==> src/rtl/mem_arb_pkg.sv <==
// Shared types and defaults for the two-port memory arbiter.
// Port numbering: CPU is port 0, loader/debug DMA is port 1.
package mem_arb_pkg;
   typedef enum logic [1:0] {
      IDLE = 2'd0,
      OWN0 = 2'd1,
      OWN1 = 2'd2
   } arb_state_t;

   localparam int PORT_CPU     = 0;
   localparam int PORT_DMA     = 1;
   localparam int ADDR_W_DEF   = 8;
   localparam int DATA_W_DEF   = 16;
   localparam int LOCK_MAX_DEF = 4;

   function automatic arb_state_t own_state(input logic port);
      return port ? OWN1 : OWN0;
   endfunction
endpackage

==> src/rtl/rr_pick2.sv <==
// Combinational two-way round-robin picker; zero latency.
// On a tie the port that did not win last time is granted.
module rr_pick2
   import mem_arb_pkg::*;
(
   input  logic       i_last,
   input  logic [1:0] i_req,
   output logic [1:0] o_gnt
);
   always_comb begin
      o_gnt = i_req;
      if (i_req == 2'b11) begin
         o_gnt = 2'b00;
         o_gnt[i_last ? PORT_CPU : PORT_DMA] = 1'b1;
      end
   end
endmodule

==> src/rtl/mem_port_arbiter.sv <==
// Two-port arbiter for a single-ported word RAM: combinational grant, reads return 1 cycle later.
// Ungranted ports simply hold req; a lock keeps ownership until the starvation counter breaks it.
module mem_port_arbiter
   import mem_arb_pkg::*;
#(
   parameter int ADDR_W   = ADDR_W_DEF,
   parameter int DATA_W   = DATA_W_DEF,
   parameter int LOCK_MAX = LOCK_MAX_DEF
)(
   input  logic              clk,
   input  logic              rst,
   input  logic [1:0]        req_i,
   input  logic [1:0]        lock_i,
   input  logic [1:0]        we_i,
   input  logic [ADDR_W-1:0] addr0_i,
   input  logic [ADDR_W-1:0] addr1_i,
   input  logic [DATA_W-1:0] wdata0_i,
   input  logic [DATA_W-1:0] wdata1_i,
   output logic [1:0]        gnt_o,
   output logic [1:0]        rvalid_o,
   output logic [DATA_W-1:0] rdata_o,
   output logic [ADDR_W-1:0] mem_addr_o,
   output logic              mem_we_o,
   output logic [DATA_W-1:0] mem_wdata_o,
   input  logic [DATA_W-1:0] mem_rdata_i
);
   localparam int CNT_W = (LOCK_MAX > 1) ? $clog2(LOCK_MAX) : 1;
   localparam logic [CNT_W-1:0] CNT_BREAK = CNT_W'(LOCK_MAX - 1);
   localparam logic [CNT_W-1:0] CNT_SAT   = {CNT_W{1'b1}};

   arb_state_t       r_state;
   logic             r_last;
   logic [CNT_W-1:0] r_cnt;
   logic [1:0]       r_rvalid;

   arb_state_t       w_state_nxt;
   logic             w_last_nxt;
   logic [CNT_W-1:0] w_cnt_nxt;
   logic [CNT_W-1:0] w_cnt_inc;
   logic             w_owned;
   logic             w_own_port;
   logic             w_other;
   logic             w_hold;
   logic             w_rr_last;
   logic [1:0]       w_rr_gnt;
   logic [1:0]       w_gnt;

   assign w_owned    = (r_state != IDLE);
   assign w_own_port = (r_state == OWN1);
   assign w_other    = ~w_own_port;
   assign w_hold     = w_owned && req_i[w_own_port] && lock_i[w_own_port];
   assign w_rr_last  = w_owned ? w_own_port : r_last;
   assign w_cnt_inc  = (r_cnt == CNT_SAT) ? r_cnt : r_cnt + 1'b1;

   rr_pick2 u_pick (
      .i_last (w_rr_last),
      .i_req  (req_i),
      .o_gnt  (w_rr_gnt)
   );

   always_comb begin
      w_gnt = 2'b00;
      if (!rst) begin
         if (w_hold) begin
            w_gnt[w_own_port] = 1'b1;
         end else begin
            w_gnt = w_rr_gnt;
         end
      end
   end

   always_comb begin
      mem_addr_o  = '0;
      mem_we_o    = 1'b0;
      mem_wdata_o = '0;
      if (w_gnt[PORT_CPU]) begin
         mem_addr_o  = addr0_i;
         mem_we_o    = we_i[PORT_CPU];
         mem_wdata_o = wdata0_i;
      end else if (w_gnt[PORT_DMA]) begin
         mem_addr_o  = addr1_i;
         mem_we_o    = we_i[PORT_DMA];
         mem_wdata_o = wdata1_i;
      end
   end

   always_comb begin
      w_state_nxt = r_state;
      w_last_nxt  = r_last;
      w_cnt_nxt   = r_cnt;
      if (w_hold) begin
         // Count only cycles where the other port is actually waiting.
         if (req_i[w_other]) begin
            w_cnt_nxt = w_cnt_inc;
            if (w_cnt_inc >= CNT_BREAK) begin
               w_state_nxt = IDLE;
               w_last_nxt  = w_own_port;
            end
         end
      end else if (|w_gnt) begin
         w_last_nxt = w_gnt[PORT_DMA];
         if (lock_i[w_gnt[PORT_DMA]]) begin
            w_state_nxt = own_state(w_gnt[PORT_DMA]);
            w_cnt_nxt   = '0;
         end else begin
            w_state_nxt = IDLE;
         end
      end else begin
         w_state_nxt = IDLE;
      end
   end

   always_ff @(posedge clk) begin
      if (rst) begin
         r_state  <= IDLE;
         r_last   <= 1'b1;
         r_cnt    <= '0;
         r_rvalid <= 2'b00;
      end else begin
         r_state  <= w_state_nxt;
         r_last   <= w_last_nxt;
         r_cnt    <= w_cnt_nxt;
         r_rvalid <= w_gnt & ~we_i;
      end
   end

   assign gnt_o    = w_gnt;
   assign rvalid_o = r_rvalid & {2{~rst}};
   assign rdata_o  = mem_rdata_i;
endmodule

==> config.mk <==
export PLATFORM = sky130hd
export DESIGN_NAME = mem_port_arbiter
export DESIGN_NICKNAME = d
export VERILOG_FILES = /design/src/rtl/mem_arb_pkg.sv /design/src/rtl/rr_pick2.sv /design/src/rtl/mem_port_arbiter.sv
export SDC_FILE = /design/constraint.sdc
export NUM_CORES = 1
export LEC_CHECK = 0
export CAP_MARGIN = 20
export CORE_MARGIN = 3
export CORE_UTILIZATION = 27
export CTS_BUF_LIST = sky130_fd_sc_hd__clkbuf_8
export CTS_CLUSTER_DIAMETER = 60
export CTS_CLUSTER_SIZE = 24
export DETAILED_ROUTE_END_ITERATION = 16
export GPL_TIMING_DRIVEN = 0
export HOLD_SLACK_MARGIN = 0.1
export PLACE_DENSITY = 0.89
export SLEW_MARGIN = 25
export SYNTH_ARGS = -nofsm -noshare
export SYNTH_HDL_FRONTEND = slang
export SYNTH_SLANG_ARGS = --single-unit
==> constraint.sdc <==
create_clock -name clk -period 2.94 [get_ports clk]
set_input_delay 0.441 -clock clk [delete_from_list [all_inputs] [get_ports clk]]
set_output_delay 0.441 -clock clk [all_outputs]
set_load 0.05 [all_outputs]
==> impl_metrics.json <==
{
  "p_leak_uw": 0.000859,
  "numPortBuffers": 99,
  "dr.pass1.iters": 4,
  "root_buffer": "clkbuf_8",
  "netSwitchingPower_uw": 256,
  "stdcell_count": 248,
  "pwr-share-seq_pct": 17.1,
  "cts_tree": "done",
  "endpoint": "mem_addr_o[1]",
  "initial_utilization_pct": 29.6,
  "io_pins": 117,
  "max_freq_mhz": 353,
  "setup.worst_path.class": "in -> out",
  "slew_headroom_pct": 64.8,
  "crit_path_max_fanout": 9,
  "synth_seq_cells": 7,
  "nets": 279,
  "antenna_found_initial": 0,
  "setup_slack_ns": 0.107,
  "seq_area_frac_synth_pct": 16.4,
  "r2r_setup_slack_ns": 1.28,
  "min_path_type": "reg -> reg",
  "period_share_pct": 96.4,
  "power_density_nw_per_um2": 327,
  "gp_congestion": 0.894,
  "synthesis.area_um2": 852,
  "drt_iter0_markers": 37,
  "critPathLaunchType": "input pin",
  "final_cell_mix": "clkdlybuf4s50_1, a22o_1, buf_2",
  "cts_hold_buf": 0,
  "top_layer": "met4",
  "stdcell_area_um2": 1840,
  "clock_latency_ns": 0.22,
  "layout_commonest_cell": "clkdlybuf4s50_1",
  "drc": 0,
  "cts_made_buffers": 3,
  "dieArea_um2": 3870,
  "vias_per_cell": 4.77,
  "synth_top_area_share_pct": 25.7,
  "arrival_ns": 2.39,
  "clock-skew-final_ns": 0.00213,
  "fin_crit_ns": 2.83,
  "dieWidth_um": 62.2,
  "avgSynthCellArea_um2": 8.27,
  "crit_start": "lock_i[1]",
  "drive_above_1_share_pct": 25.2,
  "vias": 1183,
  "wl_per_cell_um": 14.1,
  "cap_violations": 0,
  "setup_viol": 0,
  "yosys_warnings": 0,
  "post_cts_buffers": 0,
  "fp.coreArea_um2": 2880,
  "status": "finished clean",
  "worst_pin_slew_ns": 0.526,
  "critPathCaptureType": "output pin",
  "yosys.area.top_type": "a22o_1",
  "dpl-instance-area_um2": 1900,
  "synth_cell_types": 32,
  "pre_cts_slack_ns": -0.454,
  "dr_wl_met2_um": 1940,
  "drt_wl_total_um": 3490,
  "drv_slew": 0,
  "reg2reg_from": "r_state[0]$_SDFFE_PP0P_",
  "synth_nets": 175,
  "clock-sinks": 7,
  "grt_max_degree": 11,
  "grt.overflow.total": 0,
  "grt_setup_unrepaired": "no",
  "critPathRequiredTime_ns": 2.50,
  "fill_cells": 258,
  "grt_use_total_pct": 16.7,
  "placedCellCount": 244,
  "combPwrFrac_pct": 62.0,
  "met3_length_um": 384,
  "pwr-share-clk_pct": 20.9,
  "synth_area_leaders": "a22o_1, dfxtp_1, buf_4",
  "drt-met1-wl_um": 1150,
  "sw_frac_of_total_pct": 42.6,
  "timing.rr.end": "r_rvalid[1]$_SDFF_PP0_",
  "hold_viol": 0,
  "ir_worst_vdd_v": 0.000228,
  "area_delta_synth_final_pct": 116,
  "clockBufferDepth": 2,
  "r2r_cells": 7,
  "clk_pin_slew_worst_paths_ns": 0.04,
  "diodes": 0,
  "grt_pass1_wl_um": 5380,
  "p_int_uw": 345,
  "dp.final_hpwl_um": 2870,
  "ant_nets": 0,
  "power_uw": 601,
  "die_h_um": 62.2,
  "first_global_vias": 1183,
  "row_count": 19,
  "htree_levels": 1,
  "netlist_instances": 103
}
==> per-stage QoR <==
| stage | hold slack (ns) | util (%) | setup TNS [ns] |
|---|---|---|---|
| final | 0.503 | 63.9 | 0 |
| after global routing | 0.508 | 63.9 | 0 |
| after CTS | 0.492 | 68.1 | 0 |
| after detailed placement | 0.473 | 65.9 | -10.34 |
| after global placement | 0.480 | 65.9 | -8.96 |
| after floorplan | 0.457 | - | 0 |
==> critical path: stages <==
cell	delay, ns
clkdlybuf4s50_1	0.51
nand4b_4	0.20
nand2_4	0.09
o21ai_2	0.19
and2_1	0.16
buf_6	0.14
a22o_1	0.14
dlygate4sd2_1	0.52
==> synth_stat cells <==
library cell,count
a21oi_1,4
o21bai_1,1
o21ai_0,1
a31oi_2,1
a21bo_2,1
a32oi_1,2
and2_1,2
nand2_2,1
inv_1,4
nand3b_1,1
and2b_1,1
mux2i_1,1
nand4b_4,1
buf_6,3
clkbuf_1,1
a21o_1,1
a22o_1,25
buf_2,2
nand2_1,8
o21a_1,2
nand3_1,3
o21ai_2,1
a2bb2oi_1,1
nand2b_1,1
nor2_1,1
nor2b_1,4
a221o_1,1
dfxtp_1,7
buf_4,16
nor3b_1,1
o21ba_2,1
a211oi_1,3
==> sequential cells by signal, summed over array words and instances, names as in the netlist <==
register	count
r_rvalid	2
r_cnt	2
r_last	1
r_state	2
==> area by class of cell <==
type                    instances  area (um^2)  share of cell area (%)
clock buffers                   3         41.3                    2.24
repair buffers                 99          876                    47.6
plain buffers                  22          168                    9.12
inverters                       4         15.0                   0.816
multi-input cells              70          543                    29.5
clock inverters                 1         3.75                   0.204
flip-flops and latches          7          140                    7.62
well taps                      42         52.6                    2.86
==> cells by family (layout without fill, tap and decap cells) <==
family                 after synthesis  after routing  share of synthesized area (%)
AOI/OAI and AO/OA                   45             45                           43.9
buffers and inverters               26            129                           21.4
and+or+nand+nor                     24             24                           17.0
DFF                                  7              7                           16.4
muxes                                1              1                           1.17
==> power groups by stage <==
stage / clock, uW / sequential [uW] / combinational (uW)
6_report: 126 / 103 / 373
3_5_place_dp: 0 / 104 / 398
5_1_grt: 133 / 103 / 391
2_1_floorplan: 0 / 103 / 233
3_3_place_gp: 0 / 104 / 393
4_1_cts: 129 / 103 / 388
==> worst min-delay path by stage <==
stage	cells past startpoint	from	end
final	1	r_last$_SDFFE_PP1P_	r_last$_SDFFE_PP1P_
after global routing	1	r_last$_SDFFE_PP1P_	r_last$_SDFFE_PP1P_
after CTS	1	r_last$_SDFFE_PP1P_	r_last$_SDFFE_PP1P_
after detailed placement	1	r_last$_SDFFE_PP1P_	r_last$_SDFFE_PP1P_
after global placement	1	r_last$_SDFFE_PP1P_	r_last$_SDFFE_PP1P_
after floorplan	1	r_last$_SDFFE_PP1P_	r_last$_SDFFE_PP1P_
==> what timing repair did <==
| action | CTS | global route |
|---|---|---|
| gates resized for setup | 65 | 46 |
| endpoints found under the hold margin | 0 | 0 |
| setup endpoints to repair | 27 | 26 |
==> routing by layer <==
metal,vias up,GRT usage [%]
li1,579,-
met5,-,0
met4,0,4.97
met2,71,33.5
met1,531,15.8
met3,2,5.59
Note: power is estimated with default switching activity, not from simulation.
==> RTL edit 1: new RTL, same flow settings <==
The 3 states of `arb_state_t` get a one-hot encoding in 3 bits.
--- a/src/rtl/mem_arb_pkg.sv
+++ b/src/rtl/mem_arb_pkg.sv
@@ -2,8 +2,8 @@
 // Port numbering: CPU is port 0, loader/debug DMA is port 1.
 package mem_arb_pkg;
-   typedef enum logic [1:0] {
-      IDLE = 2'd0,
-      OWN0 = 2'd1,
-      OWN1 = 2'd2
+   typedef enum logic [2:0] {
+      IDLE = 3'b001,
+      OWN0 = 3'b010,
+      OWN1 = 3'b100
    } arb_state_t;
 
Check against the original RTL: no difference found for any inputs over 10 cycles, from zero or initial values and one cycle with rst high; not proved beyond that.
==> RTL edit 1 against the original RTL <==
- sequential share of layout area rose by 0.21 points
- total power rose by 27%
- first-iteration DRC count fell by 24%
- setup slack improved by 25 ps
- design area rose by 11%
- routed wire length rose by 13%
- synthesized area rose by 21%
- fmax rose by 0.90%
- register-to-register slack got worse by 90 ps
- sequential cell count rose by 1
- die area rose by 19%
- largest cell class unchanged
==> RTL edit 1: results (changes against the original RTL) <==
Finish
  – Total area of sequential cells: 160 um2 (+14%)
  – Filler cell count: 317 (+23%)
  – Layout cells sized above 1: 34.5% (+9.3 points)
  – Layout Nets: 294 (+5.4%)

Critical path
  – Worst r2r src: r_state[2]
  – Reg2Reg Setup Slack: 1190 ps (-90 ps)
  – Worst reg2reg path depth: 6 (-1)
  – Worst setup path startpoint: lock_i[0]
  – RR Endpoint: r_state[0]
  – Setup crit end: mem_wdata_o[0]
  – Worst-path maximum fanout: 10 (+1)

Global route
  – First-pass GRT wire length: 6020 um (+12%)
  – GRT Resource Usage Total: 17.1% (+0.43 points)
  – Number of global-route vias before repair: 1,319 (+11%)

Logic synthesis
  – Register area share after synthesis: 15.6% (-0.89 points)
  – Unique cell type count in the Yosys netlist: 41 (+28%)
  – Post-synthesis net count: 187 (+6.9%)
  – Synth cell count leaders: a22o_1, buf_4, buf_6
  – Synth area leaders: a22o_1, dfxtp_1, buf_4

Timing
  – Clk_skew: 2.23 ps (+0.0986 ps)
  – Worst Tran Pin Value: 531 ps (+4.91 ps)

Route
  – Via density: 4.88 (+2.4%)
  – Post-Route WL: 3960 um (+13%)

Power and ir drop
  – Internal power: 0.413 mW (+20%)
  – Leakage: 0.899 nW (+4.7%)

Worst hold path
  – Worst hold start: r_cnt[0]

Placed design
  – Placement Cell Area: 2090 um2 (+10%)
  – Final RePlAce weighted congestion: 0.836 (-6.5%)
  – Number of port buffers: 100 (+1.0%)

Status
  – Status: finished, final reports clean
==> RTL edit 1: cell count changes after synthesis, moves of 3 or more <==
cell | unedited run | this run
a22o_1 | 25 | 21
nor3_1 | 0 | 3
a22o_2 | 0 | 4
nor2_1 | 1 | 5
buf_6 | 3 | 9
a211oi_1 | 3 | 0
==> RTL edit 1: power groups by stage <==
stage,registers (mW),logic [mW],clock network [mW]
final,0.119,0.512,0.131
after global routing,0.120,0.542,0.142
after CTS,0.119,0.527,0.134
after detailed placement,0.121,0.540,0
after global placement,0.121,0.536,0
after floorplan,0.120,0.342,0
==> RTL edit 1: area by class of cell <==
class | instances | area share [%]
repair buffers | 102 | 44.1
well taps | 46 | 2.82
plain buffers | 25 | 10.8
inverters | 2 | 0.367
clock buffers | 3 | 2.02
flip-flops and latches | 8 | 7.83
multi-input cells | 80 | 32.1
==> RTL edit 1: worst max-delay path: stages <==
cell and delay (ps):
clkdlybuf4s50_1 490, o2bb2ai_1 160, o2bb2ai_4 170, nand2_4 100, a211oi_4 270, buf_4 180, buf_6 140, a22o_1 140
buf_2 270
==> RTL edit 1: how the worst min path moves through the flow <==
stage          endpoint  depth (start not counted)
5_1_grt        r_cnt[0]                          2
4_1_cts        r_cnt[0]                          2
6_report       r_cnt[0]                          2
2_1_floorplan  r_cnt[0]                          2
3_3_place_gp   r_cnt[0]                          2
3_5_place_dp   r_cnt[0]                          2
==> RTL edit 1: metal layers <==
layer  wire length (um)  GRT usage, %  share of wire (%)  vias up
met2               2180          30.1                 55       74
met4                  0          2.03                  0        0
met3                342          6.82                8.6        0
li1                   -             -                  -      629
met1               1440          19.9                 36      596
met5                  0             0                  0        -
==> RTL edit 1: cells by family after synthesis <==
family / count (synthesis) / share of synthesized area [%]
compound gates: 45 / 39.0
simple gates: 33 / 21.3
buf+inv: 27 / 22.2
flops: 8 / 15.6
xor+xnor: 1 / 0.851
mux: 1 / 1.09
==> RTL edit 1: metrics by stage <==
step	hold slack [ps]	setup WS (ps)	setup TNS, ps	cells
floorplan	485	582	0	115
global placement	498	-730	-17870	261
detailed placement	510	-731	-18090	261
CTS	515	44.4	0	266
global route	548	0.0817	0	266
finish	510	132	0	266
==> RTL edit 1: repair_timing <==
item,in CTS,in global routing
cloned,0,0
pin swaps,1,0
hold endpoints to repair,0,0
hold buffers,0,0
setup endpoints to repair,27,17
buffers inserted,2,0
resized for setup,94,27
==> RTL edit 2: new RTL, config.mk and constraints unchanged <==
Without the edit above. Change the package constant `ADDR_W_DEF` from 8 to 9.
--- a/src/rtl/mem_arb_pkg.sv
+++ b/src/rtl/mem_arb_pkg.sv
@@ -10,5 +10,5 @@
    localparam int PORT_CPU     = 0;
    localparam int PORT_DMA     = 1;
-   localparam int ADDR_W_DEF   = 8;
+   localparam int ADDR_W_DEF   = 9;
    localparam int DATA_W_DEF   = 16;
    localparam int LOCK_MAX_DEF = 4;
Ports: changed (resized addr0_i, addr1_i and mem_addr_o); port bits go from 117 to 120. The function was not compared with the original's and may differ.
==> RTL edit 2 against the original RTL <==
- via count rose by 5.3%
- cell count rose by 4.0%
- utilization down 3.1 points
- non-clock buffer count is 4 higher
- synthesized cell count is 3.9% higher
- routed wire length rose by 5.1%
- synthesized area grew 7.5%
- total power rose by 3.9%
- design area up 4.4%
- die area increased by 6.8%
- setup slack better by 36 ps
- clock power is 6% higher
- sequential cell count stayed put
- critical path type unchanged
- critical endpoint is now mem_wdata_o[8]
==> RTL edit 2: results (changes against the original RTL) <==
Timing
  – Clk_skew: 1.77 ps (-0.356 ps)
  – Slew headroom: 66.3% (+1.5 points)
  – Final hold slack: 496 ps (-6.43 ps)
  – Min Tclk post-route: 2800 ps (-35.9 ps)

Status
  – Status: finished, final reports clean

Placed design
  – Placement Cell Area: 2000 um2 (+5.6%)
  – Final RePlAce weighted congestion: 0.913 (+2.1%)
  – Placed cells: 254 (+4.1%)
  – Place WS: -419 ps (+35.0 ps)
  – Number of port buffers: 103 (+4.0%)
  – Detailed placement HPWL: 3160 um (+10%)

Power and ir drop
  – NetSw: 0.271 mW (+5.7%)
  – Logic pwr share: 62.2% (+0.2 points)
  – Sequential share of power: 16.5% (-0.6 points)
  – Leakage: 0.893 nW (+4.0%)
  – Internal power: 0.354 mW (+2.5%)
  – Peak supply drop: 142 uV (-38%)

Logic synthesis
  – Synth area leaders: a22o_1, dfxtp_1, buf_4
  – Unique cell type count in the Yosys netlist: 33 (+3.1%)
  – Register area share after synthesis: 15.3% (-1.1 points)
  – Post-synthesis net count: 181 (+3.4%)
  – Cells after Synth: 107 (+3.9%)
  – Synth async-reset ratio: 0% (unchanged)
  – Synth cell count leaders: a22o_1, buf_4, dfxtp_1

CTS
  – Clock-pin slew on the worst setup and hold paths: 40 ps (about the same)
  – Setup bufs post-CTS: 0 (unchanged)
  – H-tree depth: 1 (unchanged)
  – Clk buf depth: 2 (unchanged)
  – CTS root buf: clkbuf_8

Route
  – Via count: 1,246 (+5.3%)
  – Post-Route WL: 3670 um (+5.1%)
  – Drt first-iter violations: 65 (+76%)

Worst hold path
  – Hold Crit Class: reg2reg
  – Worst hold start: r_cnt[0]

Global route
  – Number of global-route vias before repair: 1,297 (+9.6%)
  – GRT Resource Usage Total: 18.1% (+1.4 points)
  – Initial antenna violation count: 0 (unchanged)
  – First-pass GRT wire length: 5970 um (+11%)

Critical path
  – CP max-delay cell: clkdlybuf4s50_1
  – Crit path DAT: 2360 ps (-30 ps)
  – Worst-path maximum fanout: 10 (+1)
  – Largest stage delay, worst path: 580 ps (+60 ps)
  – Reg2Reg Setup Slack: roughly 1300 ps
  – Worst setup path startpoint: req_i[0]
  – Worst r2r src: r_state[1]

Finish
  – ANT cells: 0 (unchanged)
  – Layout cells sized above 1: 29.0% (+3.7 points)
  – Top flop regs: r_cnt (2), r_rvalid (2), r_state (2)
  – Final cell count without fillers: 258 (+4.0%)
  – Layout Nets: 289 (+3.6%)
[RTL edit 2: cell types whose count changed after synthesis, moves of 2 or more]
cell and change:
o21ai_0 +3, inv_1 -3, and2_1 -2, a32oi_1 -2, nor2_1 +3, nand2_1 -6
a211oi_1 -2, buf_4 +2, a22oi_1 +2
[RTL edit 2: cells by family after synthesis]
kind of cell,after synthesis,synth area share [%]
simple gates,24,18.3
mux,3,3.42
buf+inv,23,18.7
flops,7,15.3
compound gates,50,44.3
[RTL edit 2: layer usage]
layer,vias up,global-route usage [%],routed length (um)
met3,2,9.14,435
met2,73,33.0,1970
met4,0,3.43,10
met1,559,18.6,1250
li1,612,-,-
met5,-,0,0
[RTL edit 2: worst min-delay path: cells and delay by family (launching register included)]
family / cells / cell delay [ps]
AO/OA/AOI/OAI: 2 / 140
flip-flops: 1 / 310
[RTL edit 2: area by class of cell]
| cell class | instances | area (um2) |
|---|---|---|
| Buffer | 22 | 168 |
| Clock buffer | 3 | 41.3 |
| Clock inverter | 1 | 3.75 |
| Fill cell | 315 | 1230 |
| Inverter | 1 | 3.75 |
| Multi-Input combinational cell | 77 | 609 |
| Sequential cell | 7 | 140 |
| Tap cell | 44 | 55.1 |
| Timing Repair Buffer | 103 | 898 |
[RTL edit 2: timing repair]
action,in CTS,in global routing
gates cloned,0,0
setup endpoints to repair,28,28
gates resized for setup,80,58
[RTL edit 2: final timing paths]
kind / cells after the start / end
setup / recovery: 8 / mem_wdata_o[8]
hold / removal: 2 / r_cnt[0]
setup reg to reg: 5 / r_last
hold reg to reg: 2 / r_cnt[0]
